### src/rtl/dq_slot_pipe.sv
// rtl/dq_slot_pipe.sv - burst-slot shift pipeline that books bursts and drives the DQ enables
//
// Ports:
//   clk          rising-edge clock
//   rst          asynchronous active-low reset
//   mux_sel      one-hot slot select from the vacancy selector; all-zero = no booking
//   rw           direction of the booking (1 = write) and hint for cong
//   cmd_tag      tag carried with the booked burst
//   valid        per-slot occupancy
//   cong         per-slot "a booking here on the next edge would be rejected"
//   dq_en        slot 0 occupied
//   dq_rw        slot 0 direction, 0 when idle
//   dq_tag       slot 0 tag, 0 when idle
//   dq_first     slot 0 is the first cycle of its burst
//   dq_last      slot 0 is the last cycle of its burst
//   outstanding  number of bursts whose first cycle is still in the pipeline (saturating)
//   err_collide  sticky: booking overlapped an occupied slot or broke turnaround
//   err_sel      sticky: mux_sel not one-hot, or burst would run off the pipeline end

module dq_slot_pipe #(
  parameter int CL_max    = 10,
  parameter int BURST_CYC = 4,
  parameter int TAG_W     = 4,
  parameter int CNT_W     = 4
) (
  input  logic              clk,
  input  logic              rst,
  input  logic [CL_max-1:0] mux_sel,
  input  logic              rw,
  input  logic [TAG_W-1:0]  cmd_tag,
  output logic [CL_max-1:0] valid,
  output logic [CL_max-1:0] cong,
  output logic              dq_en,
  output logic              dq_rw,
  output logic [TAG_W-1:0]  dq_tag,
  output logic              dq_first,
  output logic              dq_last,
  output logic [CNT_W-1:0]  outstanding,
  output logic              err_collide,
  output logic              err_sel
);

  // Extended post-shift view: bit e holds post-shift slot e-1, so the slot
  // just below index 0 and everything above CL_max-1 read as empty padding.
  localparam int EXT_W = CL_max + BURST_CYC + 1;

  logic [CL_max-1:0] occ_q, rw_q, first_q, last_q;
  logic [TAG_W-1:0]  tag_q [CL_max];
  logic [CNT_W-1:0]  out_q;
  logic              err_coll_q, err_sel_q;

  logic [CL_max-1:0] sh_occ, sh_rw, sh_first, sh_last;
  logic [TAG_W-1:0]  sh_tag [CL_max];
  logic [EXT_W-1:0]  ext_occ, ext_rw;
  logic [CL_max-1:0] range_bad, coll;
  logic [CL_max+BURST_CYC-1:0] span_ext;
  logic [CL_max-1:0] span, last_mask;
  logic              book_req, one_hot, bad_sel, bad_coll, accept, first_out;

  // Contents every slot will hold after this edge's shift, before any booking.
  assign sh_occ   = occ_q >> 1;
  assign sh_rw    = rw_q >> 1;
  assign sh_first = first_q >> 1;
  assign sh_last  = last_q >> 1;

  always_comb begin
    for (int i = 0; i < CL_max; i++) sh_tag[i] = '0;
    for (int i = 0; i < CL_max - 1; i++) sh_tag[i] = tag_q[i+1];
  end

  assign ext_occ = {{BURST_CYC{1'b0}}, sh_occ, 1'b0};
  assign ext_rw  = {{BURST_CYC{1'b0}}, sh_rw, 1'b0};

  // Per start index: does the burst fit, and would it overlap or sit next to
  // an opposite-direction burst without the one-slot turnaround gap.
  always_comb begin
    range_bad = '0;
    coll      = '0;
    for (int i = 0; i < CL_max; i++) begin
      range_bad[i] = (i + BURST_CYC > CL_max);
      coll[i] = (|ext_occ[i+1 +: BURST_CYC])
              | (ext_occ[i] & (ext_rw[i] != rw))
              | (ext_occ[i+BURST_CYC+1] & (ext_rw[i+BURST_CYC+1] != rw));
    end
  end

  // Range bits are constant, so mask cong during reset to keep all outputs low.
  assign cong = rst ? (range_bad | coll) : '0;

  always_comb begin
    span_ext = '0;
    for (int i = 0; i < CL_max; i++) begin
      if (mux_sel[i]) span_ext[i +: BURST_CYC] = '1;
    end
  end

  assign span      = span_ext[CL_max-1:0];
  assign last_mask = mux_sel << (BURST_CYC - 1);

  assign book_req = |mux_sel;
  assign one_hot  = ($countones(mux_sel) == 1);
  assign bad_sel  = book_req & (~one_hot | (|(mux_sel & range_bad)));
  assign bad_coll = book_req & ~bad_sel & (|(mux_sel & coll));
  assign accept   = book_req & ~bad_sel & ~bad_coll;

  // A burst's first cycle leaves the pipeline when slot 0 holds it at this edge.
  assign first_out = occ_q[0] & first_q[0];

  always_ff @(posedge clk or negedge rst) begin
    if (!rst) begin
      occ_q      <= '0;
      rw_q       <= '0;
      first_q    <= '0;
      last_q     <= '0;
      out_q      <= '0;
      err_coll_q <= 1'b0;
      err_sel_q  <= 1'b0;
      for (int i = 0; i < CL_max; i++) tag_q[i] <= '0;
    end else begin
      if (accept) begin
        occ_q   <= sh_occ | span;
        rw_q    <= (sh_rw & ~span) | ({CL_max{rw}} & span);
        first_q <= (sh_first & ~span) | mux_sel;
        last_q  <= (sh_last & ~span) | last_mask;
      end else begin
        occ_q   <= sh_occ;
        rw_q    <= sh_rw;
        first_q <= sh_first;
        last_q  <= sh_last;
      end
      for (int i = 0; i < CL_max; i++) begin
        tag_q[i] <= (accept && span[i]) ? cmd_tag : sh_tag[i];
      end

      case ({accept, first_out})
        2'b10:   if (out_q != '1) out_q <= out_q + 1'b1;
        2'b01:   if (out_q != '0) out_q <= out_q - 1'b1;
        default: out_q <= out_q;
      endcase

      if (bad_sel)  err_sel_q  <= 1'b1;
      if (bad_coll) err_coll_q <= 1'b1;
    end
  end

  assign valid       = occ_q;
  assign dq_en       = occ_q[0];
  assign dq_rw       = occ_q[0] & rw_q[0];
  assign dq_tag      = occ_q[0] ? tag_q[0] : '0;
  assign dq_first    = occ_q[0] & first_q[0];
  assign dq_last     = occ_q[0] & last_q[0];
  assign outstanding = out_q;
  assign err_collide = err_coll_q;
  assign err_sel     = err_sel_q;

endmodule

### config.mk
export PLATFORM = sky130hd
export DESIGN_NAME = dq_slot_pipe
export DESIGN_NICKNAME = d
export VERILOG_FILES = /design/src/rtl/dq_slot_pipe.sv
export SDC_FILE = /design/constraint.sdc
export NUM_CORES = 1
export LEC_CHECK = 0
export BUFFER_PORTS_ARGS = -buffer_cell sky130_fd_sc_hd__clkbuf_2
export CAP_MARGIN = 10
export CORE_MARGIN = 5
export CORE_UTILIZATION = 52
export DETAILED_ROUTE_END_ITERATION = 10
export GPL_ROUTABILITY_DRIVEN = 1
export MAX_ROUTING_LAYER = met4
export PLACE_DENSITY_LB_ADDON = 0.3
export SLEW_MARGIN = 10
export SYNTH_ARGS = -nofsm -noshare
export SYNTH_HDL_FRONTEND = slang
export SYNTH_SLANG_ARGS = --single-unit
### constraint.sdc
create_clock -name clk -period 3.55 [get_ports clk]
set_clock_uncertainty 0.2 [all_clocks]
set_input_delay 0.355 -clock clk [delete_from_list [all_inputs] [get_ports clk]]
set_output_delay 0.355 -clock clk [all_outputs]
set_load 0.05 [all_outputs]
==> metrics.log <==
[metrics] average via count per standard cell: 5.42
[metrics] failing checks: negative setup slack
[metrics] ratio of total power to cell area: 730 mW/mm^2
[metrics] Worst Path Class, Setup: input port to register
[metrics] Port Buffer Count: 50
[metrics] share of post-route cells with drive strength above 1: 0.459
[metrics] cell area after synthesis: 0.00419 sq mm
[metrics] total met2 wirelength after detailed routing: 4.63 mm
[metrics] worst hold-check path type: input port to register
[metrics] antenna violations before repair: 0
[metrics] Root Buffer: sky130_fd_sc_hd__clkbuf_8
[metrics] Post-Synthesis Net Count: between 300 and 400
[metrics] most frequent standard cell in the layout excluding fill and tap cells: sky130_fd_sc_hd__dfrtp_1
[metrics] part of the power in the clock network: 0.176
[metrics] clock insertion delay at the later pin of the skew report: 350 ps
[metrics] Worst setup EP type: register
[metrics] number of global-route vias before repair: ~3100
[metrics] shortest period the worst path allows: about 4400 ps
[metrics] most common flop cell mapped by yosys: sky130_fd_sc_hd__dfrtp_1
[metrics] H-tree level count: 3
[metrics] portion of total power attributed to combinational logic: 0.499
[metrics] Static Leak: 0.00271 uW
[metrics] Pwr Total: 3960 uW
[metrics] final setup margin: -833 ps
[metrics] Die H: 99.8 um
[metrics] Layout Nets: 472
[metrics] number of buffers added by the clock tree synthesis step: 9
[metrics] warnings from Yosys: 0
[metrics] Overall Global Routing Usage: 0.206
[metrics] maximum vdd ir drop: around 0.00059 V
[metrics] result of the run: finished with violations
[metrics] Total Wirelength: 9.45 mm
[metrics] launching element type of the critical path: input port
[metrics] DRC violations left: 0
[metrics] sequential-to-total area share from yosys stat: 0.513
[metrics] RSZ-0062 raised after global routing: true
[metrics] portion of the clock cycle consumed by the worst path in the final layout: 1.23
[metrics] effective utilization at floorplan: 0.537
[metrics] clock-pin transition on the worst setup and hold timing paths: 90 ps
[metrics] number of diodes added for antenna fixing: 0
[metrics] number of hold violations in the final report: 0
[metrics] Max-cap violations: 0
[metrics] synthesized netlist cell count: between 300 and 400
[metrics] die footprint: 0.00996 sq mm
[metrics] highest routed layer: met4
[metrics] total internal power: 2150 uW
[metrics] biggest fanout along the worst timing path: 2
[metrics] sum of overflow across all layers after global routing: 0
[metrics] area of the core region: 0.00781 sq mm
[metrics] top cell type by total area after synthesis: sky130_fd_sc_hd__dfrtp_1
[metrics] post-synth top area share: 0.513
[metrics] number of distinct library cell variants in the gate-level netlist after synthesis: 48
[metrics] Slew @ Worst Pin: 719 ps
[metrics] Worst EP arrival: roughly 4400 ps
[metrics] number of clock sinks: 86
[metrics] final weighted congestion in routability-driven placement: roughly 0.9
[metrics] net load switching power: 1810 uW
[metrics] Max Fclk: 228 MHz
[metrics] normalized max-slew margin: 0.517
[metrics] commonest cells after routing, fill and taps aside: sky130_fd_sc_hd__dfrtp_1 (86), sky130_fd_sc_hd__clkbuf_2 (48), sky130_fd_sc_hd__buf_4 (46), sky130_fd_sc_hd__mux2_4 (40), sky130_fd_sc_hd__inv_1 (27)
[metrics] met3 WL: 531 um
[metrics] Longest Clk Path Bufs: 2
[metrics] crit path max-delay cell type: sky130_fd_sc_hd__fa_1
[metrics] number of storage elements in the synthesis netlist: 86
[metrics] sequential cell fraction of total power: 0.325
[metrics] wire length of the first global-routing pass: 15.7 mm
[metrics] Final Max Tran Viols: 0
[metrics] critical path required time: 3590 ps
[metrics] async set-reset flop share out of synthesis: 1.00
[metrics] Placement Rows: 32
[metrics] drt wl/cell: 17.2 um
[metrics] area delta synth->final: 29.3%
[metrics] maximum number of pins on one net before global-route repair: 38
[metrics] count of pins on the block boundary: 51
[metrics] setup violation total in the final timing report: 84
[metrics] Critical Path Most Common Cell: sky130_fd_sc_hd__fa_1
[metrics] detailed-route via count: 2973
[metrics] Syn Area/Cell: 12.5 sq um
[metrics] switching fraction of total power: 0.457
[metrics] cells traversed along the worst timing path: buf_6 -> fa_1 -> fa_1 -> inv_1 -> fa_1 -> inv_1 -> ha_2 -> inv_2 -> fa_1 -> nand2_2 -> a21oi_2 -> a21oi_2 -> or2_4 -> nor3_4 -> inv_2 -> ha_4 -> xor2_1 -> ha_2 -> a21oi_2 -> xor2_1 -> nor2_1 -> xor2_1
[metrics] met1 wire length: 4.22 mm
[metrics] biggest area contributors in the synthesized netlist: sky130_fd_sc_hd__dfrtp_1 (51%), sky130_fd_sc_hd__mux2_2 (12%), sky130_fd_sc_hd__a2111oi_4 (3.3%)
[metrics] number of design-rule violations left by the first detailed-router iteration: roughly 160
[metrics] utilization of the core after routing: 0.694
[metrics] Post-DP HPWL: about 7 mm
[metrics] residual antenna-violating net count after detailed routing: 0
[metrics] Die Wd: 99.8 um
[metrics] number of enable flip-flop cells after synthesis: 0
[metrics] maximum single-stage delay on the critical path: a little over 500 ps
[metrics] first drt pass iteration count: 4
[metrics] TritonCTS clock tree: done
-- cell type report --
type | instances | area [sq um]
inverter | 29 | 109
multi-input combinational | 211 | 2120
fill | 565 | 2390
tap | 102 | 128
timing repair buffer | 105 | 717
clock inverter | 6 | 68.8
sequential | 86 | 2150
clock buffer | 10 | 128
-- synthesized netlist by cell type, types with 4 or more instances --
master / count
sky130_fd_sc_hd__a2111oi_4: 5
sky130_fd_sc_hd__a21oi_1: 5
sky130_fd_sc_hd__a22o_1: 5
sky130_fd_sc_hd__and2_1: 13
sky130_fd_sc_hd__and3_1: 4
sky130_fd_sc_hd__buf_4: 5
sky130_fd_sc_hd__dfrtp_1: 86
sky130_fd_sc_hd__fa_1: 6
sky130_fd_sc_hd__ha_1: 7
sky130_fd_sc_hd__inv_1: 29
sky130_fd_sc_hd__mux2_2: 46
sky130_fd_sc_hd__nand2_1: 13
sky130_fd_sc_hd__nand2b_1: 5
sky130_fd_sc_hd__nor2_1: 11
sky130_fd_sc_hd__nor3_1: 10
sky130_fd_sc_hd__nor4_1: 7
sky130_fd_sc_hd__nor4_4: 4
sky130_fd_sc_hd__o21ai_0: 8
sky130_fd_sc_hd__o21bai_1: 6
sky130_fd_sc_hd__or2_2: 9
sky130_fd_sc_hd__or4_1: 5
sky130_fd_sc_hd__xor2_1: 10
-- metrics by stage --
step	area [sq um]	instances	hold slack (ps)	setup slack (ps)	setup TNS, ps
final	5420	549	125	-833	-45420
after global routing	5420	549	129	-1090	-59760
after CTS	5390	547	109	-821	-47530
after detailed placement	4990	519	115	-1290	-76060
after global placement	4990	519	105	-1140	-67360
after floorplan	4400	336	-141	-1320	-52140
-- registers in the layout, summed over array words and instances, names as in the netlist --
signal       cells
sh_tag          36
first_q         10
last_q          10
rw_q            10
valid           10
outstanding      4
tag_q            4
err_collide      1
err_sel          1
-- final timing paths --
path,startpoint,endpoint,slack [ps],cells after the start
min in group asynchronous,rst,outstanding[0],260,2
max,mux_sel[0],outstanding[2],-830,22
max in group asynchronous,rst,sh_tag[22],2070,3
min reg2reg,first_q[1],first_q[0],240,1
min,mux_sel[9],err_sel,120,3
max reg2reg,valid[3],outstanding[2],240,12
-- power by group through the flow --
stage / clock [uW] / combinational [uW] / sequential, uW
6_report: 696 / 1980 / 1280
5_1_grt: 747 / 2080 / 1310
4_1_cts: 708 / 1940 / 1280
3_5_place_dp: 0 / 1830 / 1300
3_3_place_gp: 0 / 1790 / 1290
2_1_floorplan: 0 / 1230 / 1470
-- routing by layer --
layer  global-route usage  up-vias
li1                     -     1379
met1                0.277     1499
met3               0.0500        6
met5                    -        -
met2                0.327       89
met4               0.0305        0
-- repair_timing --
| item | 4_1_cts | 5_1_grt |
|---|---|---|
| hold buffers | 1 | 0 |
| resized for setup | 22 | 10 |
| pin swaps | 5 | 2 |
| endpoints found under the hold margin | 26 | 0 |
| buffers inserted | 11 | 3 |
| cloned | 0 | 0 |
| endpoints found under the setup margin | 83 | 84 |
-- critical path, delay by kind of cell --
family                     cells  cell delay [ps]
adders and majority gates      7             2470
and+or+nand+nor                4              540
AOI/OAI and AO/OA              3              300
buffers and inverters          5              340
xor gates and xnor gates       3              440
-- cells by family after synthesis --
kind of cell	share of synthesized area
AND/OR/NAND/NOR	0.143
flip-flops	0.513
multiplexers	0.124
AO/OA/AOI/OAI	0.101
buffers and inverters	0.0418
adder cells (fa/ha/maj)	0.0495
XOR/XNOR	0.0271
other	0.000894
Note: power is estimated with default switching activity, not from simulation.
